$ cat config.mk
export PLATFORM = sky130hd
export DESIGN_NAME = seg_display_scheduler
export DESIGN_NICKNAME = d
export VERILOG_FILES = /design/src/rtl/seg_display_pkg.sv /design/src/rtl/scan_tick_gen.sv /design/src/rtl/seg_display_scheduler.sv
export SDC_FILE = /design/constraint.sdc
export NUM_CORES = 1
export LEC_CHECK = 0
export ABC_AREA = 1
export BUFFER_PORTS_ARGS = -buffer_cell sky130_fd_sc_hd__buf_2
export CAP_MARGIN = 20
export CORE_MARGIN = 4
export CORE_UTILIZATION = 44
export CTS_CLUSTER_SIZE = 12
export DETAILED_ROUTE_END_ITERATION = 8
export PLACE_DENSITY = 0.67
export SLEW_MARGIN = 20
export SYNTH_ARGS = -nofsm -noshare
export SYNTH_HDL_FRONTEND = slang
export SYNTH_HIERARCHICAL = 1
export SYNTH_SLANG_ARGS = --single-unit
$ cat constraint.sdc
create_clock -name clk -period 4.47 [get_ports clk]
set_clock_uncertainty 0.05 [all_clocks]
set_input_delay 1.341 -clock clk [delete_from_list [all_inputs] [get_ports clk]]
set_output_delay 1.341 -clock clk [all_outputs]
set_load 0.005 [all_outputs]
$ cat src/rtl/seg_display_pkg.sv
// Shared types and constants for the seven-segment display scheduler.
// Optional leading-zero blanking is enabled by defining SEG_DISPLAY_BLANK_EN.
package seg_display_pkg;
  typedef enum logic [1:0] {IDLE = 2'd0, HOLD = 2'd1, DONE = 2'd2} state_e;

  localparam int NUM_DIGITS = 4;
  localparam int NUM_REQ    = 2;
  localparam logic [7:0] AN_ALL_OFF = 8'hFF;

  // Index that follows idx in round-robin order.
  function automatic int rr_next(input int idx);
    return (idx + 1) % NUM_REQ;
  endfunction
endpackage

$ cat src/rtl/scan_tick_gen.sv
// Prescaler that emits a one-cycle tick every CLK_FREQ/REFRESH_HZ clocks.
module scan_tick_gen #(
  parameter int CLK_FREQ   = 100_000_000,
  parameter int REFRESH_HZ = 5000
) (
  input  logic clk,
  input  logic reset,
  output logic tick
);
  localparam int DIV = CLK_FREQ / REFRESH_HZ;
  localparam int CW  = $clog2(DIV);
  localparam logic [CW-1:0] TERM = CW'(DIV - 1);

  logic [CW-1:0] cnt_q, cnt_d;

  always_comb begin
    tick  = (cnt_q == TERM);
    cnt_d = tick ? '0 : cnt_q + 1'b1;
  end

  always_ff @(posedge clk) begin
    if (reset) cnt_q <= '0;
    else       cnt_q <= cnt_d;
  end
endmodule

$ cat src/rtl/seg_display_scheduler.sv
// Round-robin owner of the 4-digit display path plus digit-scan sequencer.
// Define SEG_DISPLAY_BLANK_EN to blank digits above the most significant nonzero nibble.
module seg_display_scheduler
  import seg_display_pkg::*;
#(
  parameter int CLK_FREQ   = 100_000_000,
  parameter int REFRESH_HZ = 5000,
  parameter int HOLD_TICKS = 2000
) (
  input  logic                     clk,
  input  logic                     reset,
  input  logic [15:0]              main_value,
  input  logic [NUM_REQ-1:0]       req,
  input  logic [NUM_REQ-1:0][15:0] req_value,
  output logic [NUM_REQ-1:0]       grant,
  output logic [NUM_REQ-1:0]       done,
  output logic                     busy,
  output logic [3:0]               nibble,
  output logic [1:0]               digit_sel,
  output logic [7:0]               an,
  output logic                     dp
);
  localparam int HW = $clog2(HOLD_TICKS + 1);
  localparam int PW = (NUM_REQ > 1) ? $clog2(NUM_REQ) : 1;
  localparam logic [HW-1:0] HOLD_LAST = HW'(HOLD_TICKS - 1);

  logic tick;

  scan_tick_gen #(.CLK_FREQ(CLK_FREQ), .REFRESH_HZ(REFRESH_HZ)) u_tick (
    .clk  (clk),
    .reset(reset),
    .tick (tick)
  );

  state_e        state_q, state_d;
  logic [PW-1:0] owner_q, owner_d, ptr_q, ptr_d, pick;
  logic [HW-1:0] hold_q, hold_d;
  logic [15:0]   shown_q, shown_d, disp;
  logic [1:0]    digit_q, digit_d;
  logic          lit;

  logic [NUM_REQ-1:0] grant_q, grant_d, done_q, done_d;
  logic               busy_q, busy_d, dp_q, dp_d;
  logic [3:0]         nibble_q, nibble_d;
  logic [1:0]         digit_sel_q, digit_sel_d;
  logic [7:0]         an_q, an_d;

  // Scan from highest offset down so the requester nearest the pointer wins.
  always_comb begin
    pick = ptr_q;
    for (int i = NUM_REQ - 1; i >= 0; i--) begin
      if (req[(int'(ptr_q) + i) % NUM_REQ]) pick = PW'((int'(ptr_q) + i) % NUM_REQ);
    end
  end

  always_ff @(posedge clk) begin
    if (reset) begin
      state_q <= IDLE;
      owner_q <= '0;
      ptr_q   <= '0;
      hold_q  <= '0;
      shown_q <= '0;
      digit_q <= '0;
    end else begin
      state_q <= state_d;
      owner_q <= owner_d;
      ptr_q   <= ptr_d;
      hold_q  <= hold_d;
      shown_q <= shown_d;
      digit_q <= digit_d;
    end
  end

  always_comb begin
    state_d = state_q;
    owner_d = owner_q;
    ptr_d   = ptr_q;
    hold_d  = hold_q;
    shown_d = shown_q;
    digit_d = tick ? digit_q + 1'b1 : digit_q;
    case (state_q)
      IDLE: if (|req) begin
        state_d = HOLD;
        owner_d = pick;
        shown_d = req_value[pick];
        hold_d  = '0;
      end
      // A dropped request wins over a coincident final tick: abort, no done.
      HOLD: if (!req[owner_q]) begin
        state_d = IDLE;
        ptr_d   = PW'(rr_next(int'(owner_q)));
      end else if (tick) begin
        if (hold_q == HOLD_LAST) state_d = DONE;
        else                     hold_d  = hold_q + 1'b1;
      end
      DONE: begin
        state_d = IDLE;
        ptr_d   = PW'(rr_next(int'(owner_q)));
      end
      default: state_d = IDLE;
    endcase
  end

  // Arbitration outputs lead from next state; scan outputs lag the digit counter.
  always_comb begin
    disp    = (state_q == HOLD) ? shown_q : main_value;
    grant_d = '0;
    done_d  = '0;
    if (state_d == HOLD) grant_d[owner_d] = 1'b1;
    if (state_d == DONE) done_d[owner_d]  = 1'b1;
    busy_d      = (state_d == HOLD);
    nibble_d    = disp[{digit_q, 2'b00} +: 4];
    digit_sel_d = digit_q;
`ifdef SEG_DISPLAY_BLANK_EN
    begin
      logic [1:0] msd;
      msd = '0;
      for (int i = 1; i < NUM_DIGITS; i++) begin
        if (disp[4*i +: 4] != 4'h0) msd = 2'(i);
      end
      lit = (digit_q <= msd);
    end
`else
    lit = 1'b1;
`endif
    an_d = AN_ALL_OFF;
    if (lit) an_d[digit_q] = 1'b0;
    dp_d = !((state_q == HOLD) && (digit_q == 2'd0));
  end

  always_ff @(posedge clk) begin
    if (reset) begin
      grant_q     <= '0;
      done_q      <= '0;
      busy_q      <= 1'b0;
      nibble_q    <= '0;
      digit_sel_q <= '0;
      an_q        <= AN_ALL_OFF;
      dp_q        <= 1'b1;
    end else begin
      grant_q     <= grant_d;
      done_q      <= done_d;
      busy_q      <= busy_d;
      nibble_q    <= nibble_d;
      digit_sel_q <= digit_sel_d;
      an_q        <= an_d;
      dp_q        <= dp_d;
    end
  end

  assign grant     = grant_q;
  assign done      = done_q;
  assign busy      = busy_q;
  assign nibble    = nibble_q;
  assign digit_sel = digit_sel_q;
  assign an        = an_q;
  assign dp        = dp_q;
endmodule
; ---- After elaboration in Yosys (flattened, before gate mapping)
; Cells that the tools add are included.
[classes]
add_sub_neg = 5
n_mul = 0
div = 0
order_cmp = 8
n_eq_ne = 11
n_shift = 1
muxes = 30
bitwise_logic = 4
reduce_logical = 15
[op_table]
columns = operator, count
row1 = 16-bit 2-to-1 mux, 3
row2 = 11-bit 2-to-1 mux, 4
row3 = 11-bit one-hot mux with 2 select lines, 1
row4 = 16-bit by 5-bit variable part select with 4-bit output, 1
row5 = "15-bit by 1-bit adder with 15-bit output, second input constant", 1
row6 = "15-bit == test, second input constant", 1
row7 = 1-bit 2-to-1 mux, 14
row8 = "11-bit by 1-bit adder with 11-bit output, second input constant", 1
row9 = "11-bit == test, second input constant", 1
row10 = "2-bit inequality test, second input constant", 5
row11 = "1-bit by 2-bit < comparator with 1-bit output, second input constant", 4
row12 = 2-bit 2-to-1 mux, 4
row13 = 4-bit inverter with 8-bit output, 1
row14 = 2-bit OR reduction, 4
row15 = 5-bit AND reduction, 1
row16 = "2-bit by 1-bit == test with 1-bit output, second input constant", 2
row17 = "2-bit == test, second input constant", 2
row18 = 2-bit zero test, 2
row19 = "2-bit by 4-bit < comparator with 1-bit output, second input constant", 1
row20 = 2-bit one-hot mux with 2 select lines, 1
row21 = 2-bit AND reduction, 2
row22 = 2-bit nonzero test, 2
row23 = 1-bit logical AND, 3
row24 = "2-bit by 3-bit < comparator with 1-bit output, second input constant", 1
row25 = other kinds (10), 12
[word_totals]
reg_bits = 68
latch_bits = 0
ramBits = 0
mem_bits_ro = 0
input_bits = 52
output_inout_bits = 20
elab_cells = 88
mem_count = 0

; ---- Depth between registers and ports, before layout
[depth]
word_depth = 13
depth_mapped = 9
depth_no_buf = 9

; ---- By module
; The synthesis kept the hierarchy.
[modules_own_cells]
columns = mod, n_inst, cells_each, area_per_inst_um2, seq_area_each_um2
row1 = seg_display_scheduler, 1, 347, 2434.8, 980.9
row2 = scan_tick_gen, 1, 111, 762.0, 300.3

; ---- Worst setup path after synthesis
; Ideal clock, no wire load.
[synth_timing]
kind = input to register
startpoint = input req[0]
endpoint = register shown_q[0]
setup_ns = 0.069
t_arrival_ns = 2.109
t_required_ns = 4.351
slack_ns = 2.242
cell_stages = 6
n_path_buf = 1
cell_sequence = inv_1 -> a21oi_1 -> nor2_2 -> clkbuf_1 -> o21ai_0 -> o21ai_1
[synth_between]
elab_chain_cells = 7
word_cells_on_any_way = 11
classes_between = 9 x mux / 2 x reduce/logical
[synth_rtl]
columns = item, line_no
row1 = start: declaration, seg_display_scheduler.sv:13  ; input logic [NUM_REQ-1:0] req,
row2 = 1-bit 2-to-1 mux (implied by the code) (3 in a row), seg_display_scheduler.sv:52  ; if (req[(int'(ptr_q) + i) % NUM_REQ]) pick = PW'((int'(ptr_q) + i) % NUM_REQ);
row3 = 1-bit 2-to-1 mux (2 in a row), seg_display_scheduler.sv:52
row4 = 16-bit 2-to-1 mux (implied by the code) (2 in a row), seg_display_scheduler.sv:85  ; shown_d = req_value[pick];
row5 = end signal: assignment, seg_display_scheduler.sv:69  ; shown_q <= shown_d;
row6 = end: declaration, seg_display_scheduler.sv:38  ; logic [15:0] shown_q, shown_d, disp;
; Parallel ways exist; a longest one is shown, timed or not. The select of a mux whose other input is x is not followed.
; A chain may end at the register's enable or synchronous reset.

; ---- Worst setup path in the final report
[layout_timing]
startpoint = input reset
endpoint = register grant_q[0] (netlist: grant[0])
[layout_between]
elab_chain_cells = 1
[layout_rtl]
columns = item, line_no
row1 = start: declaration, seg_display_scheduler.sv:11  ; input logic reset,
row2 = 2-bit OR reduction (no source line), n/a
row3 = end signal: assignment, seg_display_scheduler.sv:141  ; grant_q <= grant_d;
row4 = end: declaration, seg_display_scheduler.sv:42  ; logic [NUM_REQ-1:0] grant_q, grant_d, done_q, done_d;
; No other way between the ends.

==> metrics <==
YS warnings=6; maximum VDD drop=0.166 mV; DRC violations left=0; Area Overhead vs Synth=18.7%; syn avg cell area=6.98 µm²; Placer Congestion=0.831; CTS buffer count=9; DRT Pass-1 Iters=4; Final TNS setup=0 ns; Final Hold Viols=0; final setup vio count=0; most instantiated cells after synthesis=85 x nand2_1, 84 x nor2_1, 64 x dfxtp_1; Initial Util=46.3%; gr usage total=18.5%; global-route wire length before repair=12.9 mm; die width=93.2 µm; Reg2Reg Launch Point=u_tick/cnt_q[0]$_SDFF_PP0_; I/O pin cnt=72; worst r2r dst=grant[0]$_SDFF_PP0_; row count=30; Die Y=93.2 µm; status=finished, final reports clean; setup ws final=1.79 ns; Post-Route WL=7.70 mm; CTS tree=built; pre-CTS WS=1.41 ns; max-cap viol count=0; Reg2Reg Depth=8; cell type with the largest total area after synthesis=dfxtp_1; cell depth of the worst hold path=2; Synth Flop Type=dfxtp_1; n_diodes=0; RSZ-0062 raised after global routing=no; Hold Buf Count CTS=0; pins over their slew limit=0; Synth top area share=40.1%; Resized Gates After CTS=0; LEAKAGE=0.00151 µW; PD cells=349 nW/µm²; Critical Path End Type=register; Post-CTS Setup Bufs=0; startpoint types=input pin; WS Path Type=in2reg; Worst Path Required=4.66 ns; Max Clk Rate=373 MHz; 1st-iter DRT viols=113; worst slew pin tran=0.859 ns; cells after synthesis=458; deepest clock path buffer count=2; CTS HTree Levels=3; root buf cell=clkbuf_8; EDFF count, synth=0; Worst Path Arrival=2.87 ns; Unique masters post-synth=33; Nets=580; setup slack, reg-to-reg=2.03 ns; Min-Delay Path Class=reg2reg; flops & latches, synth=64; vias in the first global route=2895; ANT nets after route=0; layout cell share with drive strength beyond 1=21.8%; drt via density=4.96; end of the worst hold path=shown_q[14]$_SDFFE_PP0P_; IO Port Bufs=67; post-route minimum period=2.68 ns; Seq/Total Area, Yosys=40.1%; most frequent cell after synthesis=nand2_1; CP max FO=26; most area-consuming cells after synthesis=dfxtp_1 40%, nand2_1 10%, nor2_1 9.9%; clock net sink count=64; total number of vias=3092; initial antenna violation count=0; Clk Latency, worst-skew pair=0.34 ns; total gr overflow=0; largest net degree at the start of global routing=27; Final HPWL DP=5.50 mm; Relative slew margins=42.2%; Post-synth ARST share=0%; Mapped Area=3200 µm²; Clock transition at path regs=0.08 ns; WL per Instance=12.4 µm; die area=8690 µm²; fin crit share=60.0%; Hold Path Origin=shown_q[14]$_SDFFE_PP0P_; core area=6910 µm²
how the worst max path moves through the flow:
| stage | startpoint | to | cells after the start |
|---|---|---|---|
| 5_1_grt | reset | state_q[0]$_SDFF_PP0_ | 4 |
| 6_report | reset | grant[0]$_SDFF_PP0_ | 4 |
| 2_1_floorplan | req[0] | shown_q[0]$_SDFFE_PP0P_ | 6 |
| 4_1_cts | reset | grant[0]$_SDFF_PP0_ | 4 |
| 3_3_place_gp | reset | grant[1]$_SDFF_PP0_ | 4 |
| 3_5_place_dp | reset | grant[0]$_SDFF_PP0_ | 4 |
layout make-up:
| type | instances | area, µm² |
|---|---|---|
| inverters | 39 | 146 |
| clock buffers | 13 | 179 |
| multi-input cells | 340 | 1680 |
| well taps | 96 | 120 |
| flip-flops and latches | 64 | 1280 |
| repair buffers | 68 | 343 |
| clock inverters | 3 | 46.3 |
| fillers | 698 | 3110 |
routing by layer:
layer / routed length (µm) / GRT usage (%)
met2: 3430 / 30.4
met3: 545 / 6.11
met1: 3670 / 23.0
met5: 0 / 0
met4: 48 / 5.13
per-stage QoR:
| step | hold slack (ns) | util, % | instances | instance area, µm² | total power (µW) |
|---|---|---|---|---|---|
| global route | 0.450 | 54.9 | 623 | 3790 | 1380 |
| floorplan | 0.398 | - | 461 | 3210 | 730 |
| finish | 0.430 | 54.9 | 623 | 3790 | 1320 |
| global placement | 0.409 | 51.7 | 607 | 3570 | 781 |
| CTS | 0.426 | 54.9 | 623 | 3790 | 1340 |
| detailed placement | 0.415 | 51.7 | 607 | 3570 | 783 |
flip-flops by register name (all words and copies together) (netlist names):
name,flops
an,4
busy,1
digit_q,2
digit_sel,2
done,2
dp,1
grant,2
hold_q,11
nibble,4
owner_q,1
ptr_q,1
shown_q,16
state_q,2
u_tick/cnt_q,15
cell families after synthesis:
family	count (synthesis)	share of synthesized area, %
simple gates	234	33.0
buf+inv	57	7.79
other cells	1	0.117
xor+xnor	6	1.64
compound gates	90	15.0
fa+ha+maj	6	2.35
flops	64	40.1
critical path: stages:
cell and delay [ns]:
buf_2 0.34, clkinv_1 0.70, nand3_1 0.41, nor2_1 0.07
power breakdown:
group | internal [µW] | switching [µW] | total, µW
registers | 599 | 17.0 | 616
logic | 55.5 | 98.9 | 154
clock network | 321 | 232 | 553
cell usage in the layout, fill, tap and decap left out, types with 3 or more instances in the layout:
cell type	instances
o22ai_1	9
clkbuf_8	13
nand3_1	33
nand2_1	85
inv_1	30
a21oi_1	23
conb_1	4
nor2_1	84
nor2_2	5
buf_2	67
xor2_1	4
o21ai_1	17
nor2_4	4
nand2_4	3
o21ai_0	36
nand4_1	8
inv_2	8
a21oi_2	5
ha_1	6
dfxtp_1	64
No activity file was read; power rests on OpenSTA's default activity.
